<file path="src/rtl/hdmi_island_sched.sv">
// hdmi_island_sched
// Per-line data-island packet scheduler. On each line start it plans the
// line's SLOTS island packets (audio, then ACR, then one InfoFrame, then
// nulls) and hands them one by one to the packet serializer over a
// valid/ready handshake. It also owns the audio pop strobe and the 192-frame
// IEC60958 channel-status counter.
//
// Optional build macro: HDMI_SPD_EN adds the SPD InfoFrame (type 4) between
// AVI and AIF. Without it, type 4 is never emitted.
//
// Ports:
//   clk, rst_n      pixel clock, async active-low reset
//   line_start      one-cycle pulse at HSYNC rise
//   frame_start     one-cycle pulse at VSYNC rise, requests InfoFrames
//   run             scheduling enable, sampled at line_start
//   aud_level[1:0]  audio samples available (3 counts as 2)
//   aud_pop         one pulse per audio-sample handshake
//   pkt_valid/ready descriptor handshake with the serializer
//   pkt_type[2:0]   0 null, 1 audio, 2 ACR, 3 AVI, 4 SPD, 5 AIF
//   pkt_slot[1:0]   slot index in the line; pkt_last marks slot SLOTS-1
//   csb[7:0]        channel-status bit index; b_frame = (csb == 0)
//   err_overrun     sticky, line_start arrived while a line was in flight
//
// state | meaning
// IDLE  | waiting for line_start
// PLAN  | one cycle, latch the line's slot plan and slot 0 descriptor
// ISSUE | present descriptors, advance one slot per handshake
module hdmi_island_sched #(
   parameter int ACR_PERIOD = 45,
   parameter int SLOTS      = 3
) (
   input  logic       clk,
   input  logic       rst_n,
   input  logic       line_start,
   input  logic       frame_start,
   input  logic       run,
   input  logic [1:0] aud_level,
   output logic       aud_pop,
   output logic       pkt_valid,
   input  logic       pkt_ready,
   output logic [2:0] pkt_type,
   output logic [1:0] pkt_slot,
   output logic       pkt_last,
   output logic [7:0] csb,
   output logic       b_frame,
   output logic       err_overrun
);

   typedef enum logic [1:0] {IDLE, PLAN, ISSUE} state_t;

   localparam logic [2:0] T_NULL = 3'd0;
   localparam logic [2:0] T_AUD  = 3'd1;
   localparam logic [2:0] T_ACR  = 3'd2;
   localparam logic [2:0] T_AVI  = 3'd3;
   localparam logic [2:0] T_SPD  = 3'd4;
   localparam logic [2:0] T_AIF  = 3'd5;

   localparam logic [2:0] SLOTS_W   = 3'(SLOTS);
   localparam logic [1:0] LAST_SLOT = 2'(SLOTS - 1);
   localparam logic [1:0] NA_MAX    = (SLOTS < 2) ? 2'(SLOTS) : 2'd2;
   localparam logic [5:0] LC_WRAP   = 6'(ACR_PERIOD - 1);

   state_t     state, state_nxt;
   logic       hs;
   logic [5:0] line_cnt;
   logic       acr_pend, acr_due;
   logic       pend_avi, pend_spd, pend_aif;
   logic [1:0] na_q;
   logic       acr_q;
   logic [2:0] if_q;

   logic [1:0] lvl, na_c;
   logic       acr_c;
   logic [2:0] used_c, if_c;
   logic [1:0] slot_nxt;

   assign pkt_valid = (state == ISSUE);
   assign hs        = pkt_valid & pkt_ready;
   assign aud_pop   = hs & (pkt_type == T_AUD);
   assign b_frame   = (csb == 8'd0);
   assign slot_nxt  = pkt_slot + 2'd1;

   function automatic logic [2:0] slot_type(input logic [1:0] idx, input logic [1:0] n_aud,
                                            input logic acr, input logic [2:0] ift);
      logic [2:0] t;
      t = T_NULL;
      if (idx < n_aud)
         t = T_AUD;
      else if (acr && (idx == n_aud))
         t = T_ACR;
      else if ((ift != T_NULL) && ({1'b0, idx} == ({1'b0, n_aud} + {2'b0, acr})))
         t = ift;
      return t;
   endfunction

   always_comb begin
      lvl    = (aud_level == 2'd3) ? 2'd2 : aud_level;
      na_c   = (lvl < NA_MAX) ? lvl : NA_MAX;
      acr_c  = acr_due & ({1'b0, na_c} < SLOTS_W);
      used_c = {1'b0, na_c} + {2'b0, acr_c};
      if_c   = T_NULL;
      if (used_c < SLOTS_W) begin
         if (pend_avi)      if_c = T_AVI;
         else if (pend_spd) if_c = T_SPD;
         else if (pend_aif) if_c = T_AIF;
      end
   end

   always_ff @(posedge clk or negedge rst_n) begin
      if (!rst_n) state <= IDLE;
      else        state <= state_nxt;
   end

   always_comb begin
      state_nxt = state;
      case (state)
         IDLE:    if (line_start && run) state_nxt = PLAN;
         PLAN:    state_nxt = ISSUE;
         ISSUE:   if (hs && pkt_last) state_nxt = IDLE;
         default: state_nxt = IDLE;
      endcase
   end

   always_ff @(posedge clk or negedge rst_n) begin
      if (!rst_n) begin
         line_cnt    <= 6'd0;
         acr_pend    <= 1'b1;
         acr_due     <= 1'b0;
         pend_avi    <= 1'b0;
         pend_aif    <= 1'b0;
         na_q        <= 2'd0;
         acr_q       <= 1'b0;
         if_q        <= T_NULL;
         pkt_type    <= T_NULL;
         pkt_slot    <= 2'd0;
         pkt_last    <= 1'b0;
         csb         <= 8'd0;
         err_overrun <= 1'b0;
      end else begin
         if (line_start) begin
            line_cnt <= (line_cnt == LC_WRAP) ? 6'd0 : line_cnt + 6'd1;
            if (state != IDLE) err_overrun <= 1'b1;
         end

         // The line sees acr_pend as it stood at its own pulse, so the wrap
         // on the pulse of line ACR_PERIOD-1 makes the ACR due on the next line.
         if (line_start && (state == IDLE)) acr_due <= acr_pend;

         if (hs && (pkt_type == T_ACR)) acr_pend <= 1'b0;
         if (line_start && (line_cnt == LC_WRAP)) acr_pend <= 1'b1;

         if (hs && (pkt_type == T_AVI)) pend_avi <= 1'b0;
         if (frame_start) pend_avi <= 1'b1;
         if (hs && (pkt_type == T_AIF)) pend_aif <= 1'b0;
         if (frame_start) pend_aif <= 1'b1;

         if (aud_pop) csb <= (csb == 8'd191) ? 8'd0 : csb + 8'd1;

         if (state == PLAN) begin
            na_q     <= na_c;
            acr_q    <= acr_c;
            if_q     <= if_c;
            pkt_slot <= 2'd0;
            pkt_type <= slot_type(2'd0, na_c, acr_c, if_c);
            pkt_last <= (LAST_SLOT == 2'd0);
         end else if (hs) begin
            if (pkt_last) begin
               pkt_slot <= 2'd0;
               pkt_type <= T_NULL;
               pkt_last <= 1'b0;
            end else begin
               pkt_slot <= slot_nxt;
               pkt_type <= slot_type(slot_nxt, na_q, acr_q, if_q);
               pkt_last <= (slot_nxt == LAST_SLOT);
            end
         end
      end
   end

`ifdef HDMI_SPD_EN
   always_ff @(posedge clk or negedge rst_n) begin
      if (!rst_n) pend_spd <= 1'b0;
      else begin
         if (hs && (pkt_type == T_SPD)) pend_spd <= 1'b0;
         if (frame_start) pend_spd <= 1'b1;
      end
   end
`else
   assign pend_spd = 1'b0;
`endif

endmodule

</file>
<file path="config.mk">
export PLATFORM = sky130hd
export DESIGN_NAME = hdmi_island_sched
export DESIGN_NICKNAME = d
export VERILOG_FILES = /design/src/rtl/hdmi_island_sched.sv
export SDC_FILE = /design/constraint.sdc
export NUM_CORES = 1
export LEC_CHECK = 0
export CORE_UTILIZATION = 42
export DETAILED_ROUTE_END_ITERATION = 7
export HOLD_SLACK_MARGIN = 0.08
export PLACE_DENSITY_LB_ADDON = 0.25
export SLEW_MARGIN = 0
export SYNTH_ARGS = -nofsm -noshare
export SYNTH_HDL_FRONTEND = slang
export SYNTH_SLANG_ARGS = --single-unit
</file>
<file path="constraint.sdc">
create_clock -name clk -period 2.7 [get_ports clk]
set_input_delay 0.54 -clock clk [delete_from_list [all_inputs] [get_ports clk]]
set_output_delay 0.54 -clock clk [all_outputs]
set_load 0.02 [all_outputs]
</file>
# Word level (Yosys, flattened, before mapping)
# Cells that the tools add are included.
[op_classes]
addsub = 5
n_lt_le_gt_ge = 5
n_eq_ne = 14
mux = 31
bitwise = 3
reduce_logical = 24
[ops]
columns = ["cell", "count"]
rows = [
  ["$mux W3", 12],
  ["$mux W2", 7],
  ["$logic_and A1 B1 Y1", 11],
  ["$reduce_bool A2 Y1", 5],
  ["$mux W1", 9],
  ["$add A8 B1 Y8 const B", 1],
  ["$eq A8 B8 Y1 const B", 1],
  ["$logic_not A8 Y1", 1],
  ["$mux W8", 1],
  ["$add A2 B1 Y3", 2],
  ["$add A6 B1 Y6 const B", 1],
  ["$eq A2 B2 Y1 const B", 3],
  ["$eq A3 B2 Y1 const B", 2],
  ["$eq A6 B6 Y1 const B", 1],
  ["$mux W6", 1],
  ["$pmux W2 S3", 1],
  ["$reduce_bool A3 Y1", 2],
  ["$logic_not A2 Y1", 2],
  ["$lt A2 B2 Y1 const B", 2],
  ["$reduce_and A2 Y1", 2],
  ["$and A1 B1 Y1", 3],
  ["$eq A2 B3 Y1", 1],
  ["$eq A3 B1 Y1 const B", 1],
  ["$eq A3 B3 Y1 const B", 1],
  ["other kinds (9)", 9],
]
[totals]
register_bits = 33
inputBits = 8
output_inout_bits = 18

# Depth between registers and ports, before layout
[depth]
word_depth = 15
mapped_depth = 8
mapped_depth_nobuf = 8

# Worst setup path after synthesis
# OpenSTA, ideal clock, no wires.
[synth_timing]
path_kind = "reg-to-output"
start = "register csb[0]"
end = "output b_frame"
arrival_ns = 1.424
slack_ns = 0.736
path_stages_with_launch = 5
path_buffers = 0
cell_sequence = "dfrtp_1 inv_1 ha_1 nand3b_1 nor4_1"
[synth_via]
elab_chain_len = 1
[synth_lines]
columns = ["element", "line", "text"]
rows = [
  ["start, declared", "44", "output logic [7:0] csb,"],
  ["start signal, assigned", "157", "if (aud_pop) csb <= (csb == 8'd191) ? 8'd0 : csb + 8'd1;"],
  ["$logic_not A8 Y1", "80", "assign b_frame = (csb == 8'd0);"],
  ["end, declared", "45", "output logic b_frame,"],
]
# No other way between the ends.

# Final worst setup path
[layout_timing]
start = "input pkt_ready"
end = "output aud_pop"
[layout_via]
elab_chain_len = 2
[layout_lines]
columns = ["element", "line", "text"]
rows = [
  ["start, declared", "40", "input logic pkt_ready,"],
  ["$and A1 B1 Y1", "78", "assign hs = pkt_valid & pkt_ready;"],
  ["$and A1 B1 Y1", "79", "assign aud_pop = hs & (pkt_type == T_AUD);"],
  ["end, declared", "38", "output logic aud_pop,"],
]
# No other way between the ends.

==> results.md <==
- Num ports: 26
- Final Util: 0.541
- Worst Hold Class: register to register
- Number of H-tree levels: 2
- DR WL/cell: 13.5 um
- Layout cells sized above 1: 0.106
- Ys Warns: 0
- Mapped Avg Cell Area: between 9 and 10 um2
- Hold path depth: 1
- GR Overflow Total: 0
- DR vias: approximately 1,500
- Worst endpoint required time: roughly 2200 ps
- Site row count: 23
- Crit share post-route: 0.957
- Largest net degree at the start of global routing: 34
- Post-synth ARST share: 1.00
- Routed Antenna Nets: 0
- Syn Std Cell Area: about 0.0018 mm2
- Clk buf depth: 2
- Die Ht: just under 70 um
- Max-cap violations: 0
- Pleak: just under 1 nW
- Clock latency on the worst-skew pair: around 280 ps
- Fin. Hold Viols: 0
- DP HPWL: between 2 and 3 mm
- Area leader, netlist: dfrtp_1
- Worst Clk Skew: 6.73 ps
- FF-to-FF End: pkt_type[2]
- Synth Flop Type: dfrtp_1
- Power density over cell area: between 900 and 1000 mW/mm2
- Vias in the first global route: 1,409
- CP Max Fanout: 9
- Post-route cell area: 0.00221 mm2
- Cts hold-fix bufs: 0
- Worst Hold End: err_overrun
- N_diodes: 0
- First-pass GRT wire length: between 6 and 7 mm
- Post-Synthesis Cells: approximately 190
- CP arrival: 2050 ps
- Peak VDD IR: between 500 and 600 uV
- Crit. End Element: output port
- Core Footprint: roughly 0.0041 mm2
- Port Buffer Count: 25
- R2R setup slack: ~570 ps
- Outcome: complete, no violations
- P&R area growth vs syn: 20.9%
- CTS Sinks: 33
- Setup bufs post-CTS: 0
- Post-synth EDFFs: 0
- Mapped Nets: between 200 and 250
- Post-route DRC: 0
- Yosys top cell area share: 0.438
- Antenna violations before repair: 0
- Reg2reg start: pkt_slot[0]
- Setup tns final: 0 ps
- Initial DRC Count: 95
- Top cells by area, synth: dfrtp_1 (44%), ha_1 (6.8%), nand2_1 (4.5%)
- CTS root buffer: clkbuf_8
- Max Fclk: between 300 and 400 MHz
- Max-slew violation count: 0
- Final nets: between 200 and 250
- WL final: approximately 3.6 mm
- Unique masters post-synth: between 40 and 50
- Hold Path Origin: err_overrun
- Initial Util: 0.447
- Worst Max-Slew Pin Slew: around 700 ps
- CTS tree: yes
- Crit path kind: input pin to output port
- Reg2Reg Depth: 7
- Num CTS Buffers: 5
- Area post-placement: 0.00213 mm2
- Final Setup Violations: 0
- All-Layer GR Usage: 0.181
- Vias per std cell: about 5.5
- Gpl congestion: 0.899
- FF+latch count, synth: 33
- Register area share after synthesis: 0.452
- DIE AREA: about 0.0046 mm2
- RSZ-0062 raised after global routing: no
- Tmin final: about 2600 ps
- Min Hold Slack: about 470 ps
- Pre-Repair DR Iteration Count: 4
- Slew HR: 0.543
- Critical Path Start Type: input pin
- Worst-path clk slew: 60 ps
- Post-cts sizing count: 0
- Die W: approximately 68 um
[worst max-delay path by stage]
stage                   start  endpoint  slack [ps]  depth (start not counted)
detailed placement  pkt_ready   aud_pop         110                          5
global placement    pkt_ready   aud_pop         120                          5
global route        pkt_ready   aud_pop          70                          5
CTS                 pkt_ready   aud_pop         110                          5
finish              pkt_ready   aud_pop         110                          5
floorplan              csb[0]   b_frame         740                          4
[layout by cell type, fill, tap and decap left out, types with 2 or more instances in the layout]
master	instances
dfrtp_1	32
clkdlybuf4s50_1	25
nand2_1	22
nor2_1	15
o21ai_0	13
ha_1	10
inv_1	9
nand3_1	8
nand4_1	5
xnor2_1	5
clkbuf_8	5
a21oi_1	4
xor2_1	4
buf_4	4
nand2b_1	3
nor4_1	3
o31ai_1	3
and3_1	3
a21o_1	3
nand3b_1	2
and3b_1	2
nor2b_1	2
mux2_2	2
o41ai_1	2
a31oi_1	2
or2b_1	2
nor3_1	2
nand4b_1	2
clkinv_2	2
[per-layer routing]
layer	wire [um]	vias to the layer above	global-route usage	share of wire
li1	-	712	-	-
met1	1700	704	0.235	0.47
met2	1680	39	0.297	0.47
met3	197	5	0.0450	0.055
met4	27	0	0.0469	0.0075
met5	0	-	0	0
[metrics by stage]
step	total power, mW	cells	worst slack [ps]
5_1_grt	2.38	266	66.3
6_report	2.20	266	115
3_3_place_gp	1.82	258	122
4_1_cts	2.22	266	113
3_5_place_dp	1.86	258	114
2_1_floorplan	1.52	185	736
[cell families after synthesis]
logic type / after synthesis / synth area share
compound gates: 31 / 0.106
xor+xnor: 9 / 0.0431
fa+ha+maj: 10 / 0.0684
buf+inv: 16 / 0.0465
flops: 33 / 0.452
mux: 3 / 0.0205
simple gates: 83 / 0.263
[synthesized netlist by cell type (2+ instances only)]
library cell and count:
dfrtp_1 32, nand2_1 22, nor2_1 15, o21ai_0 13, ha_1 10, inv_1 9
nand3_1 8, nand4_1 5, xnor2_1 5, a21oi_1 4, xor2_1 4, a21o_1 3
and3_1 3, nand2b_1 3, nor4_1 3, o31ai_1 3, a31oi_1 2, and3b_1 2
buf_6 2, clkbuf_1 2, mux2_2 2, nand3b_1 2, nand4b_1 2, nor2b_1 2
nor3_1 2, o41ai_1 2, or2b_1 2
[flip-flops by register name (all words and copies together) (netlist names)]
register     count
acr_due          1
acr_pend         1
acr_q            1
csb              8
err_overrun      1
if_q             3
line_cnt         6
na_q             2
pend_aif         1
pend_avi         1
pkt_last         1
pkt_slot         2
pkt_type         3
state            2
[critical path, cell delays in order]
cell,delay (ps)
clkdlybuf4s50_1,480
and3b_1,250
nand2_4,90
inv_6,90
clkdlybuf4s50_1,600
[layout make-up]
type	count	area, um2
inverter	10	42.5
clock buffer	6	72.6
tap	50	62.6
multi-input combinational	136	916
sequential	33	827
clock inverter	2	10.0
timing repair buffer	29	280
fill	371	1880
[report_power, final]
group          total (mW)  switching [mW]  internal (mW)
clock               0.347           0.169          0.178
sequential          0.896           0.224          0.672
combinational       0.951           0.495          0.457
total                2.20           0.888           1.31
No activity file was read; power rests on OpenSTA's default activity.
